--- config.mk ---
export PLATFORM = sky130hd
export DESIGN_NAME = alu_multibyte_sequencer
export DESIGN_NICKNAME = d
export VERILOG_FILES = /design/src/rtl/alu_multibyte_sequencer_pkg.sv /design/src/rtl/alu_flag_accumulator.sv /design/src/rtl/alu_multibyte_sequencer.sv
export SDC_FILE = /design/constraint.sdc
export NUM_CORES = 1
export LEC_CHECK = 0
export ABC_AREA = 1
export BUFFER_PORTS_ARGS = -buffer_cell sky130_fd_sc_hd__buf_2
export CAP_MARGIN = 40
export CORE_MARGIN = 2
export CORE_UTILIZATION = 41
export CTS_CLUSTER_DIAMETER = 100
export DETAILED_ROUTE_END_ITERATION = 6
export GPL_ROUTABILITY_DRIVEN = 1
export PLACE_DENSITY = 0.7
export RECOVER_POWER = 100
export SLEW_MARGIN = 20
export SYNTH_ARGS = -nofsm -noshare
export SYNTH_HDL_FRONTEND = slang
export SYNTH_SLANG_ARGS = --single-unit
--- constraint.sdc ---
create_clock -name AluClock -period 1.2 [get_ports AluClock]
set_clock_uncertainty 0.1 [all_clocks]
set_input_delay 0.06 -clock AluClock [delete_from_list [all_inputs] [get_ports AluClock]]
set_output_delay 0.06 -clock AluClock [all_outputs]
set_load 0.1 [all_outputs]
--- src/rtl/alu_multibyte_sequencer_pkg.sv ---
// Shared definitions for the multi-byte ALU sequencer: carry-select codes,
// FSM state encoding and the operand-length field width.
// Latency: n/a (definitions only). Backpressure: n/a.
package alu_multibyte_sequencer_pkg;

  // Operand length field: value is byte count minus one (0..3 -> 1..4 bytes).
  localparam int OPLEN_W = 2;

  // Carry-select codes presented to the ALU as {CS1,CS0}. 2'b11 is never driven.
  localparam logic [1:0] CS_ZERO = 2'b00;
  localparam logic [1:0] CS_PREV = 2'b01;
  localparam logic [1:0] CS_ONE  = 2'b10;

  typedef enum logic [1:0] {
    ST_IDLE  = 2'd0,
    ST_ISSUE = 2'd1,
    ST_DRAIN = 2'd2
  } state_t;

endpackage

--- src/rtl/alu_flag_accumulator.sv ---
// Collects ALU flags over the result cycles of one multi-byte operation.
// Latency: result flags register at the end of the final result cycle.
// Backpressure: none; follows the sequencer's valid/last strobes every cycle.
// Ports: op_start clears the zero accumulator; res_vld marks a result byte on
// the bus; res_last marks the final result byte; Res* are the held outputs.
module alu_flag_accumulator (
  input  logic AluClock,
  input  logic Reset,
  input  logic op_start,
  input  logic res_vld,
  input  logic res_last,
  input  logic flag_overflow,
  input  logic flag_sign,
  input  logic flag_zero,
  input  logic flag_carry,
  output logic ResOverflow,
  output logic ResSign,
  output logic ResZero,
  output logic ResCarry
);

  // Running AND of the zero flag over every result byte seen so far.
  logic zero_acc;

  always_ff @(posedge AluClock) begin
    if (Reset) begin
      zero_acc    <= 1'b1;
      ResOverflow <= 1'b0;
      ResSign     <= 1'b0;
      ResZero     <= 1'b0;
      ResCarry    <= 1'b0;
    end else begin
      if (op_start) begin
        zero_acc <= 1'b1;
      end else if (res_vld) begin
        zero_acc <= zero_acc & flag_zero;
      end
      // Final byte's flags are folded in directly, so the accumulator never
      // needs an extra cycle after the last result.
      if (res_last) begin
        ResZero     <= zero_acc & flag_zero;
        ResCarry    <= flag_carry;
        ResSign     <= flag_sign;
        ResOverflow <= flag_overflow;
      end
    end
  end

endmodule

--- src/rtl/alu_multibyte_sequencer.sv ---
// Sequences a 1..4 byte add through a byte-wide ALU: issue, write back, flags.
// Latency: Done pulses L+2 cycles after Start is sampled (L = OpLen+1).
// Backpressure: Start is accepted only while idle (Busy=0); otherwise ignored.
// Ports: Start/OpLen/FirstCarry request an operation; AluFlag* come from the
// ALU; AC7_CS1/AC6_CS0 select the adder carry-in; IssueIndex/WbIndex/Alu_Assert
// steer operand and result bytes; Busy/Done/Res* report progress and flags.
module alu_multibyte_sequencer
  import alu_multibyte_sequencer_pkg::*;
(
  input  logic               AluClock,
  input  logic               Reset,
  input  logic               Start,
  input  logic [OPLEN_W-1:0] OpLen,
  input  logic               FirstCarry,
  input  logic               AluFlagOverflow,
  input  logic               AluFlagSign,
  input  logic               AluFlagZero,
  input  logic               AluFlagCarry,
  output logic               AC6_CS0,
  output logic               AC7_CS1,
  output logic [OPLEN_W-1:0] IssueIndex,
  output logic [OPLEN_W-1:0] WbIndex,
  output logic               Alu_Assert,
  output logic               Busy,
  output logic               Done,
  output logic               ResOverflow,
  output logic               ResSign,
  output logic               ResZero,
  output logic               ResCarry
);

  state_t             state, state_nxt;
  logic [OPLEN_W-1:0] cnt, cnt_nxt;
  logic [OPLEN_W-1:0] oplen_q;
  logic               first_carry_q;
  logic               wb_vld_q;
  logic [OPLEN_W-1:0] wb_idx_q;
  logic               done_q;
  logic [1:0]         cs;
  logic               accept;

  assign accept = (state == ST_IDLE) && Start;

  always_ff @(posedge AluClock) begin
    if (Reset) begin
      state <= ST_IDLE;
      cnt   <= '0;
    end else begin
      state <= state_nxt;
      cnt   <= cnt_nxt;
    end
  end

  // Operation parameters are frozen at accept so mid-op input changes are inert.
  always_ff @(posedge AluClock) begin
    if (Reset) begin
      oplen_q       <= '0;
      first_carry_q <= 1'b0;
    end else if (accept) begin
      oplen_q       <= OpLen;
      first_carry_q <= FirstCarry;
    end
  end

  // Result phase trails issue by one cycle: the ALU registers its output.
  // The last ISSUE is always followed by DRAIN, so the final result lands in
  // DRAIN and Done follows it.
  always_ff @(posedge AluClock) begin
    if (Reset) begin
      wb_vld_q <= 1'b0;
      wb_idx_q <= '0;
      done_q   <= 1'b0;
    end else begin
      wb_vld_q <= (state == ST_ISSUE);
      wb_idx_q <= (state == ST_ISSUE) ? cnt : '0;
      done_q   <= (state == ST_DRAIN);
    end
  end

  always_comb begin
    state_nxt  = state;
    cnt_nxt    = cnt;
    cs         = CS_ZERO;
    IssueIndex = '0;
    case (state)
      ST_IDLE: begin
        if (Start) begin
          state_nxt = ST_ISSUE;
          cnt_nxt   = '0;
        end
      end
      ST_ISSUE: begin
        IssueIndex = cnt;
        if (cnt == '0) begin
          cs = first_carry_q ? CS_ONE : CS_ZERO;
        end else begin
          cs = CS_PREV;
        end
        if (cnt == oplen_q) begin
          state_nxt = ST_DRAIN;
        end else begin
          cnt_nxt = cnt + 1'b1;
        end
      end
      ST_DRAIN: begin
        state_nxt = ST_IDLE;
      end
      default: begin
        state_nxt = ST_IDLE;
      end
    endcase
  end

  assign AC6_CS0    = cs[0];
  assign AC7_CS1    = cs[1];
  assign WbIndex    = wb_idx_q;
  assign Alu_Assert = ~wb_vld_q;
  assign Busy       = (state != ST_IDLE);
  assign Done       = done_q;

  alu_flag_accumulator u_flag_acc (
    .AluClock      (AluClock),
    .Reset         (Reset),
    .op_start      (accept),
    .res_vld       (wb_vld_q),
    .res_last      (state == ST_DRAIN),
    .flag_overflow (AluFlagOverflow),
    .flag_sign     (AluFlagSign),
    .flag_zero     (AluFlagZero),
    .flag_carry    (AluFlagCarry),
    .ResOverflow   (ResOverflow),
    .ResSign       (ResSign),
    .ResZero       (ResZero),
    .ResCarry      (ResCarry)
  );

endmodule

# == Yosys cells after proc, flatten, opt, wreduce, memory -nomap -nowiden ==
# Cells that the tools add are included.
# W data, S select, Z words.
# totals
regBits,16
out_inout_bits,13
word_cells,39
# classes
add_sub_neg,1
n_eq_ne,6
mux,10
n_bitwise,2
n_reduce_logical,8
# ops
operator,count
$mux W2,8
$pmux W2 S2,2
$logic_not A2 Y1,2
$ne A2 B2 Y1 const B,2
$reduce_bool A2 Y1,2
$reduce_and A3 Y1,1
$add A2 B1 Y2 const B,1
$eq A2 B1 Y1 const B,1
$eq A2 B2 Y1,1
$eq A2 B2 Y1 const B,1
$ne A2 B1 Y1 const B,1
$reduce_and A2 Y1,1
$reduce_or A2 Y1,1
$and A1 B1 Y1,1
$logic_and A1 B1 Y1,1
$not A1 Y1,1

# == Depth between registers and ports, before layout ==
# Gate-level depths: netlist (run 1).
# depth
ltp_word,3
depth_mapped,8
mapped_depth_nobuf,8

# == Cells and area by module ==
# From an unflattened synthesis (run 1), not the netlist that was laid out.
# hier_totals
hier_cells,86
hier_area_um2,659.4
# modules_own_cells
mod,n_inst,cells_each,area_each_um2
alu_multibyte_sequencer,1,63,480.5
alu_flag_accumulator,1,23,178.9

# == Worst setup path after synthesis (run 1) ==
# OpenSTA, ideal clock, no wires.
# synth_path
path_type,register to output
from,register cnt[1]
to,output port AC7_CS1
arrival_time_ns,1.864
required_ns,1.040
path_slack_ns,-0.824
path_stages_with_launch,5
path_cell_list,dfxtp_1 inv_1 ha_1 nand2_1 nor2_1
# synth_between
elab_chain_len,3
# synth_lines
item,line,source
from (decl),alu_multibyte_sequencer.sv:33,"logic [OPLEN_W-1:0] cnt, cnt_nxt;"
from (signal assigned),alu_multibyte_sequencer.sv:50,cnt <= cnt_nxt;
$logic_not A2 Y1,alu_multibyte_sequencer.sv:94,if (cnt == '0) begin
$mux W2,alu_multibyte_sequencer.sv:94,
$mux W2,alu_multibyte_sequencer.sv:85,case (state)
to (decl),alu_multibyte_sequencer.sv:20,"output logic AC7_CS1,"
# Every way passes these cells.

# == Worst setup path after layout (run 1) ==
# layout_path
from,register cnt[0]
to,output port AC7_CS1
# Same word-level chain as after synthesis.

==> metrics.yaml, run 1 <==
timing:
  setup_violations: 7
  relSlewSlack_pct: 79.9
  fin_ws_ns: -0.190
  slew_violations: 0
  fin_crit_ns: 1.39
  clock.fmax_mhz: 719
  worst-slew-pin-transition_ns: 0.303
  finalCritPeriodShare_pct: 116
  rsz0062_at_grt: "yes"
  hold_viol: 0
global_routing:
  grtUsageTotal_pct: 21.3
  grt_pass1_vias: 680
  overflow: 0
  grt_max_degree: 11
  grt_pass1_wl_mm: 2.88
  antenna_found_initial: 0
power_and_ir_drop:
  pwr-share-seq_pct: 36.1
  clkPwrFrac_pct: 21.2
  intPower_w: 0.00105
  power_frac_comb_pct: 42.7
  power_leakage_nw: 0.539
  power.net_switching_w: 0.000637
  swShare_pct: 37.8
  peakVddDrop_mv: 0.813
  pwr_density_cell_nw_per_um2: 1380
  finalPower_w: 0.00168
critical_path:
  endpoint_kind: "output pin"
  crit_fanout: 2
  critPathTopFamily: "flip-flops"
  critPathArrivalTime_ns: 1.23
  cp-start-kind: "register"
  critPathMaxStageDelay_ns: 0.34
  crit_buf_inv: 2
  required_ns: 1.04
  cpMaxStageDelayCell: "dfxtp_2"
  critPathKind: "reg -> out"
  path_cells: "inv_2, ha_4, nand2_4, nor2_4, buf_12"
floorplan:
  io_pins: 23
  core_sq_um: 1450
  die_x_microns: 42.9
  die_y_microns: 42.9
  num_rows: 14
  dieArea_sq_um: 1840
  initial_utilization_pct: 42.6
placement:
  place_area_sq_um: 927
  numPortBuffers: 22
  gp_congestion: 0.785
  dp_hpwl_microns: 994
drt:
  post_drt_wl_per_cell_microns: 13.2
  postRouteAntennaNets: 0
  totalWireLength_mm: 1.87
  viasPerCell: 4.87
  drtIter0Drc: 28
  vias: 686
  drc: 0
  first_pass_iters: 4
finish:
  final_common_cell: "nor2_1"
  nFillCells: 82
  drive_gt1_share_pct: 56.0
  area_delta_synth_final_pct: 97.0
  multi_input_area_sq_um: 349
  layout_common_cells: "16 x nor2_1, 9 x buf_2, 8 x dfxtp_1, 8 x dlygate4sd3_1, 8 x buf_12"
  ff_latch_area_sq_um: 333
  fin_nets: 137
  antenna_cells: 0
  design_area_sq_um: 1220
clock_network:
  cts_sinks: 16
  clock_latency_ns: 0.28
  root_buffer: "clkbuf_4"
  h-tree-depth: 1
  numCtsBuffers: 3
  clk_pin_slew_ns: 0.10
  clockBufferDepth: 2
  cts_tree: "built"
synthesis:
  synth_top_area_share_pct: 51.7
  yosys-top-cells-area: "dfxtp_1 52%, nor2_1 12%, o21ai_0 6.5%"
  synth.distinct_cells: 15
  synth_nets: 91
  syn_avg_cell_area_sq_um: 7.74
  synth_seq_cells: 16
  yosysWarnings: 0
  ys_seq_area_share_pct: 51.7
  yosysTopAreaCell: "dfxtp_1"
  postSynthCellCount: 80
  netlist_area_sq_um: 619
status:
  status: "finished, violations left"
  violations: "setup timing"
min_path:
  hp-class: "in -> reg"
job:
  cap_violations: 0
[registers in the layout, indices dropped and copies added, names as in the netlist, 2 cells and up]
| register | flops |
|---|---|
| oplen_q | 2 |
| WbIndex | 2 |
| cnt | 2 |
| state | 2 |
[worst register-to-register path: stages, from the launching register on]
cell and delay (ns):
dfxtp_2 0.34, inv_2 0.09, buf_6 0.11, nand2_2 0.05, nand2_2 0.07, nand2_2 0.08
nand2_4 0.12, nand3_2 0.07, nand2_1 0.06, nor2_1 0.05
[stage by stage]
| stage | hold slack (ns) | setup TNS (ns) | utilization (%) | instances | setup slack (ns) |
|---|---|---|---|---|---|
| after global routing | 0.0265 | -1.35 | 83.9 | 141 | -0.258 |
| final | 0.0145 | -0.831 | 83.9 | 141 | -0.190 |
| after global placement | 0.206 | 0 | 63.8 | 120 | 0.0997 |
| after floorplan | 0.0217 | -0.388 | - | 80 | -0.179 |
| after detailed placement | 0.218 | 0 | 63.8 | 120 | 0.0516 |
| after CTS | 0.0327 | -0.616 | 77.5 | 138 | -0.168 |
[power groups by stage]
stage	clock (W)	combinational (W)	sequential (W)
2_1_floorplan	0	0.000298	0.000690
3_3_place_gp	0	0.000525	0.000611
3_5_place_dp	0	0.000535	0.000613
4_1_cts	0.000359	0.000633	0.000605
5_1_grt	0.000392	0.000757	0.000612
6_report	0.000356	0.000719	0.000608
[metal layers]
metal / track usage, % / wire length, microns / vias up
met5: 0 / 0 / -
met4: 10.6 / 34 / 0
met1: 23.7 / 759 / 308
met2: 37.0 / 959 / 31
met3: 5.11 / 111 / 8
li1: - / - / 339
[cells in the mapped netlist, drive strengths merged]
| cell | instances |
|---|---|
| ha | 1 |
| xnor2 | 1 |
| a21oi | 5 |
| inv | 11 |
| nor2 | 22 |
| o21ai | 8 |
| dfxtp | 16 |
| nand3 | 2 |
| nand2 | 11 |
| nor3 | 3 |
[path summary, 6_finish.rpt]
| path | cells past startpoint | start | slack, ns | end |
|---|---|---|---|---|
| hold / removal | 3 | Start | 0.01 | u_flag_acc.zero_acc |
| setup / recovery | 5 | cnt[0] | -0.19 | AC7_CS1 |
| setup reg to reg | 9 | cnt[0] | -0.02 | cnt[1] |
| hold reg to reg | 2 | u_flag_acc.ResCarry | 0.38 | u_flag_acc.ResCarry |
[logic make-up (layout without fill, tap and decap cells)]
kind of cell	after synthesis	after routing	share of synthesized area, %
AOI/OAI and AO/OA	13	13	10.5
xor gates and xnor gates	1	1	1.41
adders and majority gates	1	1	2.02
buffers and inverters	11	56	6.67
DFF	16	16	51.7
and+or+nand+nor	38	38	27.7
[timing repair]
action,CTS,global route
gates cloned,0,0
buffers inserted,6,3
hold endpoints to repair,14,0
pin swaps,6,11
hold buffers,8,0
setup endpoints to repair,5,15
gates resized for setup,12,23
[area by class of cell]
type	count	area share (%)
tap	16	1.64
timing repair buffer	41	35.4
multi-input combinational	53	28.6
inverter	11	4.10
clock buffer	4	2.97
sequential	16	27.3
Power figures use the tool's default switching activity.
==> inputs of run 2 (changes only) <==
PLACE_DENSITY = default   (was 0.7)
PLACE_DENSITY_LB_ADDON = 0.12   (was default)
==> run 2 against run 1 <==
Effect of this change: the run ends with hold timing, setup timing left; largest power group unchanged; sequential share of layout area is 0.48 points higher; clock power is 19% lower; setup slack better by 0.035 ns; clock-buffer cell count is 1 lower; total power is 5.2% lower; first-iteration DRC count is 93% lower; critical endpoint unchanged; non-clock buffer count is 1 lower; critical path depth stayed put; die area stayed put; highest routed layer unchanged; global-route usage is 0.92 points lower; cell count is 1.4% lower.
==> metrics.yaml, run 2 (synthesis results as in run 1) <==
status:
  status: "finished, violations left"
  violations: "hold timing, setup timing"
clock_network:
  clk_pin_slew_ns: 0.09
  root_buffer: "clkbuf_4"
  h-tree-depth: 1
  cts_tree: "built"
  numCtsBuffers: 3
  cts_sinks: 16
  clockBufferDepth: 2
  clock_latency_ns: 0.29
placement:
  dp.cells: 120
  numPortBuffers: 22
  gp_congestion: 0.768
  dp_hpwl_microns: 942
critical_path:
  critPathArrivalTime_ns: 1.20
  endpoint_kind: "output pin"
  required_ns: 1.04
  crit_fanout: 3
  cp-start-kind: "register"
  critPathKind: "reg -> out"
drt:
  totalWireLength_mm: 1.70
  postRouteAntennaNets: 0
  routed-wl-met2_microns: 964
  viasPerCell: 4.80
  post_drt_wl_per_cell_microns: 12.3
  vias: 667
  dr_wl_met3_microns: 63
  drc: 0
  first_pass_iters: 4
  wl_met1_microns: 623
  drtIter0Drc: 2
  routed.top_layer: "met4"
floorplan:
  die_x_microns: 42.9
  dieArea_sq_um: 1840
  die_y_microns: 42.9
  num_rows: 14
  io_pins: 23
  initial_utilization_pct: 42.6
  core_sq_um: 1450
finish:
  fin_util_pct: 81.8
  antenna_cells: 0
  layout_common_cells: "15 x nor2_1, 9 x buf_2, 9 x buf_4"
  nFillCells: 93
  fin_nets: 136
  stdcell_count: 139
  final_common_cell: "nor2_1"
  drive_gt1_share_pct: 55.3
  area_delta_synth_final_pct: 92.1
job:
  cap_violations: 0
power_and_ir_drop:
  power_leakage_nw: 0.524
  pwr_density_cell_nw_per_um2: 1340
  finalPower_w: 0.00160
  peakVddDrop_mv: 0.855
timing:
  relSlewSlack_pct: 80.0
  fin_crit_ns: 1.36
  hold_viol: 1
  clock.fmax_mhz: 738
  finalCritPeriodShare_pct: 113
  setup_violations: 8
  tns_ns: -0.671
  worst-slew-pin-transition_ns: 0.301
  hold_ws_ns: -0.0115
  fin_ws_ns: -0.155
  slew_violations: 0
  rsz0062_at_grt: "yes"
global_routing:
  grt_pass1_wl_mm: 2.62
  overflow: 0
  antenna_found_initial: 0
  grt_pass1_vias: 592
  grtUsageTotal_pct: 20.3
  grt_max_degree: 11
min_path:
  hp-class: "in -> reg"
run 2: metal layers:
metal	vias to the layer above	track usage, %
met5	-	0
met4	0	15.0
met3	4	3.83
met2	18	33.3
met1	304	23.1
li1	341	-
run 2: path summary, 6_finish.rpt:
check / from / end / slack, ns / depth (start not counted)
setup reg to reg: cnt[1] / cnt[1] / -0.04 / 7
hold reg to reg: u_flag_acc.ResCarry / u_flag_acc.ResCarry / 0.38 / 2
setup / recovery: cnt[0] / AC7_CS1 / -0.16 / 5
hold / removal: Start / u_flag_acc.zero_acc / -0.01 / 3
run 2: where the power goes:
group | internal (W) | leakage [nW] | total [W] | switching, W
clock network | 0.000117 | 0.0138 | 0.000290 | 0.000173
registers | 0.000577 | 0.134 | 0.000611 | 0.0000341
logic | 0.000274 | 0.376 | 0.000695 | 0.000421
total | 0.000968 | 0.524 | 0.00160 | 0.000628
run 2: through the flow:
stage | area [sq um] | setup slack (ns)
2_1_floorplan | 662 | -0.179
3_3_place_gp | 927 | 0.109
3_5_place_dp | 927 | 0.0790
4_1_cts | 1100 | -0.168
5_1_grt | 1190 | -0.202
6_report | 1190 | -0.155
run 2: area by class of cell:
| cell class | count | area [sq um] | share of cell area (%) |
|---|---|---|---|
| sequential | 16 | 330 | 27.8 |
| clock buffer | 3 | 22.5 | 1.89 |
| tap | 16 | 20.0 | 1.68 |
| timing repair buffer | 40 | 405 | 34.1 |
| multi-input combinational | 53 | 359 | 30.2 |
| inverter | 11 | 52.6 | 4.42 |
run 2: timing repair:
action,in CTS,in global routing
cloned,0,0
setup endpoints to repair,5,17
hold endpoints to repair,14,0
setup buffers,5,3
pin swaps,6,9
hold buffers,8,0
gates resized for setup,11,19
run 2: critical path, stage by stage, from the launching register on:
cell and delay [ns]:
dfxtp_2 0.35, inv_4 0.07, ha_4 0.16, nand2_4 0.05, nor2_4 0.09, buf_12 0.18
